==> src/rtl/idct_pkg.sv <==
// rtl/idct_pkg.sv - shared constants and lane helper for the 2-D IDCT datapath
package idct_pkg;

  localparam int IDCT_N     = 8;
  localparam int IDCT_W     = 8;
  localparam int IDCT_ROW_W = IDCT_N * IDCT_W;

  function automatic logic [IDCT_W-1:0] idct_lane(input logic [IDCT_ROW_W-1:0] vec,
                                                  input int unsigned           idx);
    return vec[idx*IDCT_W +: IDCT_W];
  endfunction

endpackage

==> src/rtl/idct_tbank.sv <==
// rtl/idct_tbank.sv - one N x N*W transpose bank: row write port, column read mux
module idct_tbank
  import idct_pkg::*;
#(
  parameter int N = IDCT_N,
  parameter int W = IDCT_W
) (
  input  logic                 clk_i,
  input  logic                 we_i,
  input  logic [$clog2(N)-1:0] wrow_i,
  input  logic [N*W-1:0]       wdata_i,
  input  logic [$clog2(N)-1:0] col_i,
  output logic [N*W-1:0]       rdata_o
);

  // Data storage only; validity lives in the owner's full flags, so no reset.
  logic [N*W-1:0] mem_q [N];

  always_ff @(posedge clk_i) begin
    if (we_i) begin
      mem_q[wrow_i] <= wdata_i;
    end
  end

  // Output lane r is element col_i of stored row r.
  always_comb begin
    rdata_o = '0;
    for (int r = 0; r < N; r++) begin
      rdata_o[r*W +: W] = mem_q[r][col_i*W +: W];
    end
  end

endmodule

==> src/rtl/idct_transpose_buf.sv <==
// rtl/idct_transpose_buf.sv - ping-pong 8x8 transpose buffer between row and column IDCT passes
module idct_transpose_buf
  import idct_pkg::*;
#(
  parameter int N = IDCT_N,
  parameter int W = IDCT_W
) (
  input  logic           clk,
  input  logic           rst,
  input  logic           s_valid,
  output logic           s_ready,
  input  logic [N*W-1:0] data_in,
  output logic           m_valid,
  input  logic           m_ready,
  output logic [N*W-1:0] data_out
);

  localparam int CW = $clog2(N);

  logic          wb_q, wb_d;
  logic          rb_q, rb_d;
  logic [CW-1:0] wr_row_q, wr_row_d;
  logic [CW-1:0] rd_col_q, rd_col_d;
  logic [1:0]    full_q, full_d;

  logic wr_fire;
  logic rd_fire;

  assign s_ready = ~full_q[wb_q];
  assign m_valid = full_q[rb_q];
  assign wr_fire = s_valid & s_ready;
  assign rd_fire = m_valid & m_ready;

  // Set and clear in the same cycle always hit different banks, so both apply.
  always_comb begin
    wb_d     = wb_q;
    rb_d     = rb_q;
    wr_row_d = wr_row_q;
    rd_col_d = rd_col_q;
    full_d   = full_q;
    if (wr_fire) begin
      if (wr_row_q == CW'(N-1)) begin
        full_d[wb_q] = 1'b1;
        wb_d         = ~wb_q;
        wr_row_d     = '0;
      end else begin
        wr_row_d = wr_row_q + 1'b1;
      end
    end
    if (rd_fire) begin
      if (rd_col_q == CW'(N-1)) begin
        full_d[rb_q] = 1'b0;
        rb_d         = ~rb_q;
        rd_col_d     = '0;
      end else begin
        rd_col_d = rd_col_q + 1'b1;
      end
    end
  end

  always_ff @(posedge clk or posedge rst) begin
    if (rst) begin
      wb_q     <= 1'b0;
      rb_q     <= 1'b0;
      wr_row_q <= '0;
      rd_col_q <= '0;
      full_q   <= 2'b00;
    end else begin
      wb_q     <= wb_d;
      rb_q     <= rb_d;
      wr_row_q <= wr_row_d;
      rd_col_q <= rd_col_d;
      full_q   <= full_d;
    end
  end

  logic [N*W-1:0] bank_rdata [2];

  for (genvar b = 0; b < 2; b++) begin : g_bank
    idct_tbank #(
      .N(N),
      .W(W)
    ) u_bank (
      .clk_i  (clk),
      .we_i   (wr_fire && (wb_q == 1'(b))),
      .wrow_i (wr_row_q),
      .wdata_i(data_in),
      .col_i  (rd_col_q),
      .rdata_o(bank_rdata[b])
    );
  end

  assign data_out = m_valid ? bank_rdata[rb_q] : '0;

endmodule
==> config.mk <==
export PLATFORM = sky130hd
export DESIGN_NAME = idct_transpose_buf
export DESIGN_NICKNAME = d
export VERILOG_FILES = /design/src/rtl/idct_pkg.sv /design/src/rtl/idct_tbank.sv /design/src/rtl/idct_transpose_buf.sv
export SDC_FILE = /design/constraint.sdc
export NUM_CORES = 1
export LEC_CHECK = 0
export BUFFER_PORTS_ARGS = -buffer_cell sky130_fd_sc_hd__buf_2
export CAP_MARGIN = 20
export CORE_ASPECT_RATIO = 0.7
export CORE_UTILIZATION = 40
export CTS_BUF_LIST = sky130_fd_sc_hd__clkbuf_4 sky130_fd_sc_hd__clkbuf_8
export CTS_CLUSTER_DIAMETER = 40
export DETAILED_ROUTE_END_ITERATION = 7
export GPL_TIMING_DRIVEN = 0
export PLACE_DENSITY = 0.54
export SYNTH_ARGS = -nofsm -noshare
export SYNTH_HDL_FRONTEND = slang
export SYNTH_SLANG_ARGS = --single-unit
==> constraint.sdc <==
create_clock -name clk -period 6.8 [get_ports clk]
set_input_delay 1.02 -clock clk [delete_from_list [all_inputs] [get_ports clk]]
set_output_delay 1.02 -clock clk [all_outputs]
set_load 0.02 [all_outputs]
* After elaboration in Yosys (flattened, before gate mapping)
Memories as Yosys holds them, arrays and structs flattened.
Index checks and enable logic that the tools add are counted.
Widths: inputs -> output; s select.
** Operators by class
- Add/subtract/negate cells :: 2
- Magnitude comparators :: 5
- Equality and inequality tests :: 2
- Shift-type cells :: 16
- Mux-type cells :: 22
- Bitwise operators :: 9
- Reductions and logical operators :: 6
** Operators with widths (number)
- $shiftx 64x7->8 :: 16
- $mux 64 :: 4
- $mux 1 :: 10
- $mux 2 :: 4
- $add 3x1->3 const B :: 2
- $eq 3x3->1 const B :: 2
- $mux 3 :: 2
- $logic_and 1x1->1 :: 4
- $lt 1x2->1 const B :: 2
- $reduce_and 2->1 :: 2
- $not 1->1 :: 3
- $and 1x1->1 :: 2
- $and 2x2->2 :: 1
- $demux 1 s1 :: 2
- $ge 1x1->1 const B :: 2
- $ge 2x2->1 const B :: 1
- $not 1->2 :: 1
- $not 2->2 :: 1
- $or 2x2->2 :: 1
** Storage, ports and cells
- Flip-flop bits (word level) :: 10
- Bits in writable memories :: 1024
- Output and inout port bits :: 66
- Memories :: 2
** Memories
- g_bank[0].u_bank.mem_q :: words 8, width 64, rd ports 8, clocked after memory_dff 0, write ports 1, RTL line idct_tbank.sv:17 : logic [N*W-1:0] mem_q [N];
- g_bank[1].u_bank.mem_q :: words 8, width 64, rd ports 8, clocked after memory_dff 0, write ports 1, RTL line idct_tbank.sv:17

* Logic depth before layout (Yosys ltp)
- Word-level depth :: 10
- Depth in mapped cells :: 8

* Modules after synthesis
Synthesis repeated with hierarchy kept, for this count alone.
** Second synthesis, totals
- Cells, all modules :: 1689
- Area, all modules :: 40035.9 µm²
** Modules (own cells, without submodules)
- idct_tbank :: times used 2, cells an instance 752, area an instance 19266.0 µm²
- idct_transpose_buf :: times used 1, cells an instance 185, area an instance 1503.9 µm²

* Least setup slack after synthesis
No wires, ideal clock.
- Path kind :: input to register
- From :: in s_valid
- To :: mem g_bank[1].u_bank.mem_q[0][0] (netlist bit), enable pin
- Setup time :: 565 ps
- Data arrival time :: 5787 ps
- Path slack :: 448 ps
- Stages :: 3
- Cell sequence :: nand2_1 > or3_1 > nor3_1
** Between the ends
- Longest elaborated chain between the ends :: 4
** RTL lines
- start, declared :: RTL line idct_transpose_buf.sv:10 : input logic s_valid,
- $and 1x1->1 :: RTL line idct_transpose_buf.sv:31 : assign wr_fire = s_valid & s_ready;
- $logic_and 1x1->1 :: RTL line idct_transpose_buf.sv:85 : .we_i (wr_fire && (wb_q == 1'(b))),
- $mux 1 :: RTL line idct_tbank.sv:20 : if (we_i) begin
- $mux 1 (implied by the code) :: RTL line idct_tbank.sv:21 : mem_q[wrow_i] <= wdata_i;
- end, declared :: RTL line idct_tbank.sv:17
Every way passes these cells.

* Worst setup path in the final report
- From :: reg rd_col_q[0]
- To :: out data_out[42]
** Between the ends
- Longest elaborated chain between the ends :: 5
- Elaborated cells on any way between the ends :: 6
** RTL lines
- start, declared :: RTL line idct_transpose_buf.sv:23 : logic [CW-1:0] rd_col_q, rd_col_d;
- start signal, assigned :: RTL line idct_transpose_buf.sv:72 : rd_col_q <= rd_col_d;
- $shiftx 64x7->8 :: RTL line idct_tbank.sv:29 : rdata_o[r*W +: W] = mem_q[r][col_i*W +: W];
- $mux 64 (implied by the code) (*) (3 in series) :: RTL line idct_transpose_buf.sv:93 : assign data_out = m_valid ? bank_rdata[rb_q] : '0;
- $mux 64 (*) :: RTL line idct_transpose_buf.sv:93
- end, declared :: RTL line idct_transpose_buf.sv:15 : output logic [N*W-1:0] data_out
Mark *: on every way between the ends. The rest lies on a longest branch, timed or not. The select of a mux whose other input is x is not followed.

==> results.cfg <==
[clock_network]
clockBufferDepth = 3
clk_latency_ps = 830
hold_buffers = 0
cts_tree = done
numCtsBuffers = 154
cts_resized = 0
clock-root-buffer = clkbuf_8
clkTransAtPathRegs_ps = 60
cts.sink_count = 1034
htreeDepth = 4
postCtsSetupBuffers = 0

[floorplanning]
coreArea_um2 = 98000
die_h_um = 265
io_pins = 134
rows = 96
start_util_pct = 40.4
die_area_um2 = 100000
die_x_um = 378

[routing]
drc_errors = 0
antenna_left = 0
wl_per_cell_um = 32.1
first_pass_iters = 6
wl_um = 115000
via_per_inst = 5.81
vias = 20800
drt_iter0_drc = 2642

[sta]
hold_viol = 0
fmax_mhz = 193
fin_crit_ps = 5170
rsz0062_at_grt = false
slew_headroom_pct = 26.2
setup_violations = 0
holdWs_ps = 184
tightestPinTransition_ps = 1110
fin_setup_tns_ps = 0
post-route-period-util_pct = 76.1
drv_slew = 0
finalClockSkew_ps = 19.1

[critical_path]
slowest_stage = buf_1
crit_start = rd_col_q[0]
slowest_delay_ps = 830
crit_chain = buf_2, buf_2, buf_1, mux4_2, a22o_1, a221o_1, buf_2
worst-path-buf-inv = 4
end_kind = output pin
critical_path_class = reg2out
r2r_cells = 8
path_delay_family = buffers and inverters
r2r_slack_ps = 3880
startpoint_type = flip-flop
path_max_fanout = 10
timing.rr.end = g_bank[1].u_bank.mem_q[0][27]
cp_data_required_time_ps = 5780
critPathArrivalTime_ps = 4150
cp_common_cell = buf_2
worstReg2RegStart = full_q[1]

[logic_synthesis]
synth_edf_count = 1024
netlist_instances = 1781
synth_area_per_cell_um2 = 22.2
synthFlopType = edfxtp_1
ys_ff_latch = 1034
synth_fp_nets = 1853
synth_cell_type_count = 32
ys_seq_area_share_pct = 78.3
synth_area_leaders = edfxtp_1, mux4_2, mux2i_1, a221o_1, a22o_1
synth_async_sr_flop_share_pct = 0.967
yosysWarnings = 0
synth_top_cell_area_share_pct = 77.7
yosys.area.top_type = edfxtp_1
synth_area_um2 = 39600

[outcome]
outcome = finished clean

[power]
power_density_nw_per_um2 = 412
power_switching_share_pct = 34.8
p_int_mw = 12.3
vdd_drop_max_v = 0.000399
seqPwrFrac_pct = 40.0
clkPwrFrac_pct = 26.5
p_leak_nw = 14.8
p_comb_share_pct = 33.5
p_switching_mw = 6.57

[cells_and_area]
stdcell_area_um2 = 45800
drive_gt1_share_pct = 30.7
layout_commonest_cell = edfxtp_1
fin_util_pct = 46.8
mostFrequentLayoutCells = edfxtp_1, mux4_2, buf_2
area_growth_pct = 15.8
num-nets-final = 2193

[run]
max_cap_viol_count = 0

[grt]
overflow = 0
grt_max_degree = 34
antenna_found_initial = 12
grt_use_total_pct = 23.2
grt_pass1_vias = 20600
grt_pass1_wl_um = 158000

[min_path]
hold_path_class = in2async

[placed_design]
place.port_buffers = 133
dpl_cell_area_um2 = 42800
dpl.hpwl_um = 80200
routabilityCongestion = 0.956
==> metrics by stage <==
step	std cells	setup slack, ps	total power [mW]
final	3572	1630	18.9
after detailed placement	3286	2320	13.9
after global routing	3568	1500	19.5
after global placement	3237	-2650	13.8
after floorplan	1781	448	11.3
after CTS	3566	1400	18.9
==> cells in the mapped netlist (3+ instances only) <==
cell type,n
a221o_1,63
a22o_1,63
a22oi_1,63
and3_1,64
buf_1,10
buf_2,44
buf_6,5
clkbuf_1,46
dfrtp_1,10
edfxtp_1,1024
ha_1,4
mux2_2,3
mux2i_1,129
mux4_2,193
nand2_1,11
nand2b_1,4
nor2_1,16
nor3_1,6
o21ai_0,3
==> worst max-delay path by stage <==
stage | endpoint | slack (ps) | cells past startpoint
final | data_out[42] | 1630 | 7
after global routing | data_out[20] | 1500 | 7
after CTS | data_out[40] | 1400 | 7
after detailed placement | data_out[40] | 2320 | 7
after global placement | g_bank[0].u_bank.mem_q[4][24] | -2650 | 3
after floorplan | g_bank[1].u_bank.mem_q[0][0] | 450 | 3
==> power groups by stage <==
stage          logic [mW]  registers (mW)  clock network, mW
6_report             6.32            7.56               5.00
5_1_grt              6.55            7.59               5.37
4_1_cts              6.26            7.56               5.10
3_5_place_dp         6.24            7.70                  0
3_3_place_gp         6.06            7.76                  0
2_1_floorplan        3.61            7.71                  0
==> registers in the layout (all words and copies together) (netlist names) <==
signal	count
wr_row_q	3
wb_q	1
full_q	2
rd_col_q	3
rb_q	1
g_bank.u_bank.mem_q	1024
==> logic make-up after synthesis <==
family / share of synthesized area (%)
flip-flops: 78.3
multiplexers: 14.4
AO/OA/AOI/OAI: 4.33
buffers and inverters: 1.29
AND/OR/NAND/NOR: 1.53
adder cells (fa/ha/maj): 0.126
==> area by class of cell <==
class	instances	area [µm²]
fillers	8264	52200
flip-flops and latches	1034	31000
multi-input cells	638	8170
clock buffers	213	2620
well taps	1323	1660
repair buffers	184	1490
plain buffers	108	507
clock inverters	67	387
diodes	4	10.0
inverters	1	3.75
==> layer usage <==
metal  global-route usage (%)  share of wire (%)  up-vias
met3                     6.41                 11      127
met4                     6.60                1.7        4
met5                        0              0.019        -
met2                     33.8                 44     1098
li1                         -                  -     8381
met1                     34.0                 43    11200
==> worst reg2reg max path, cell delays in order (launching register included) <==
cell     delay, ps
dfrtp_1        460
or3_1          570
nor3_2         360
buf_6          250
buf_6          200
buf_4          230
buf_6          200
buf_6          190
buf_6          180
Note: power is estimated with default switching activity, not from simulation.
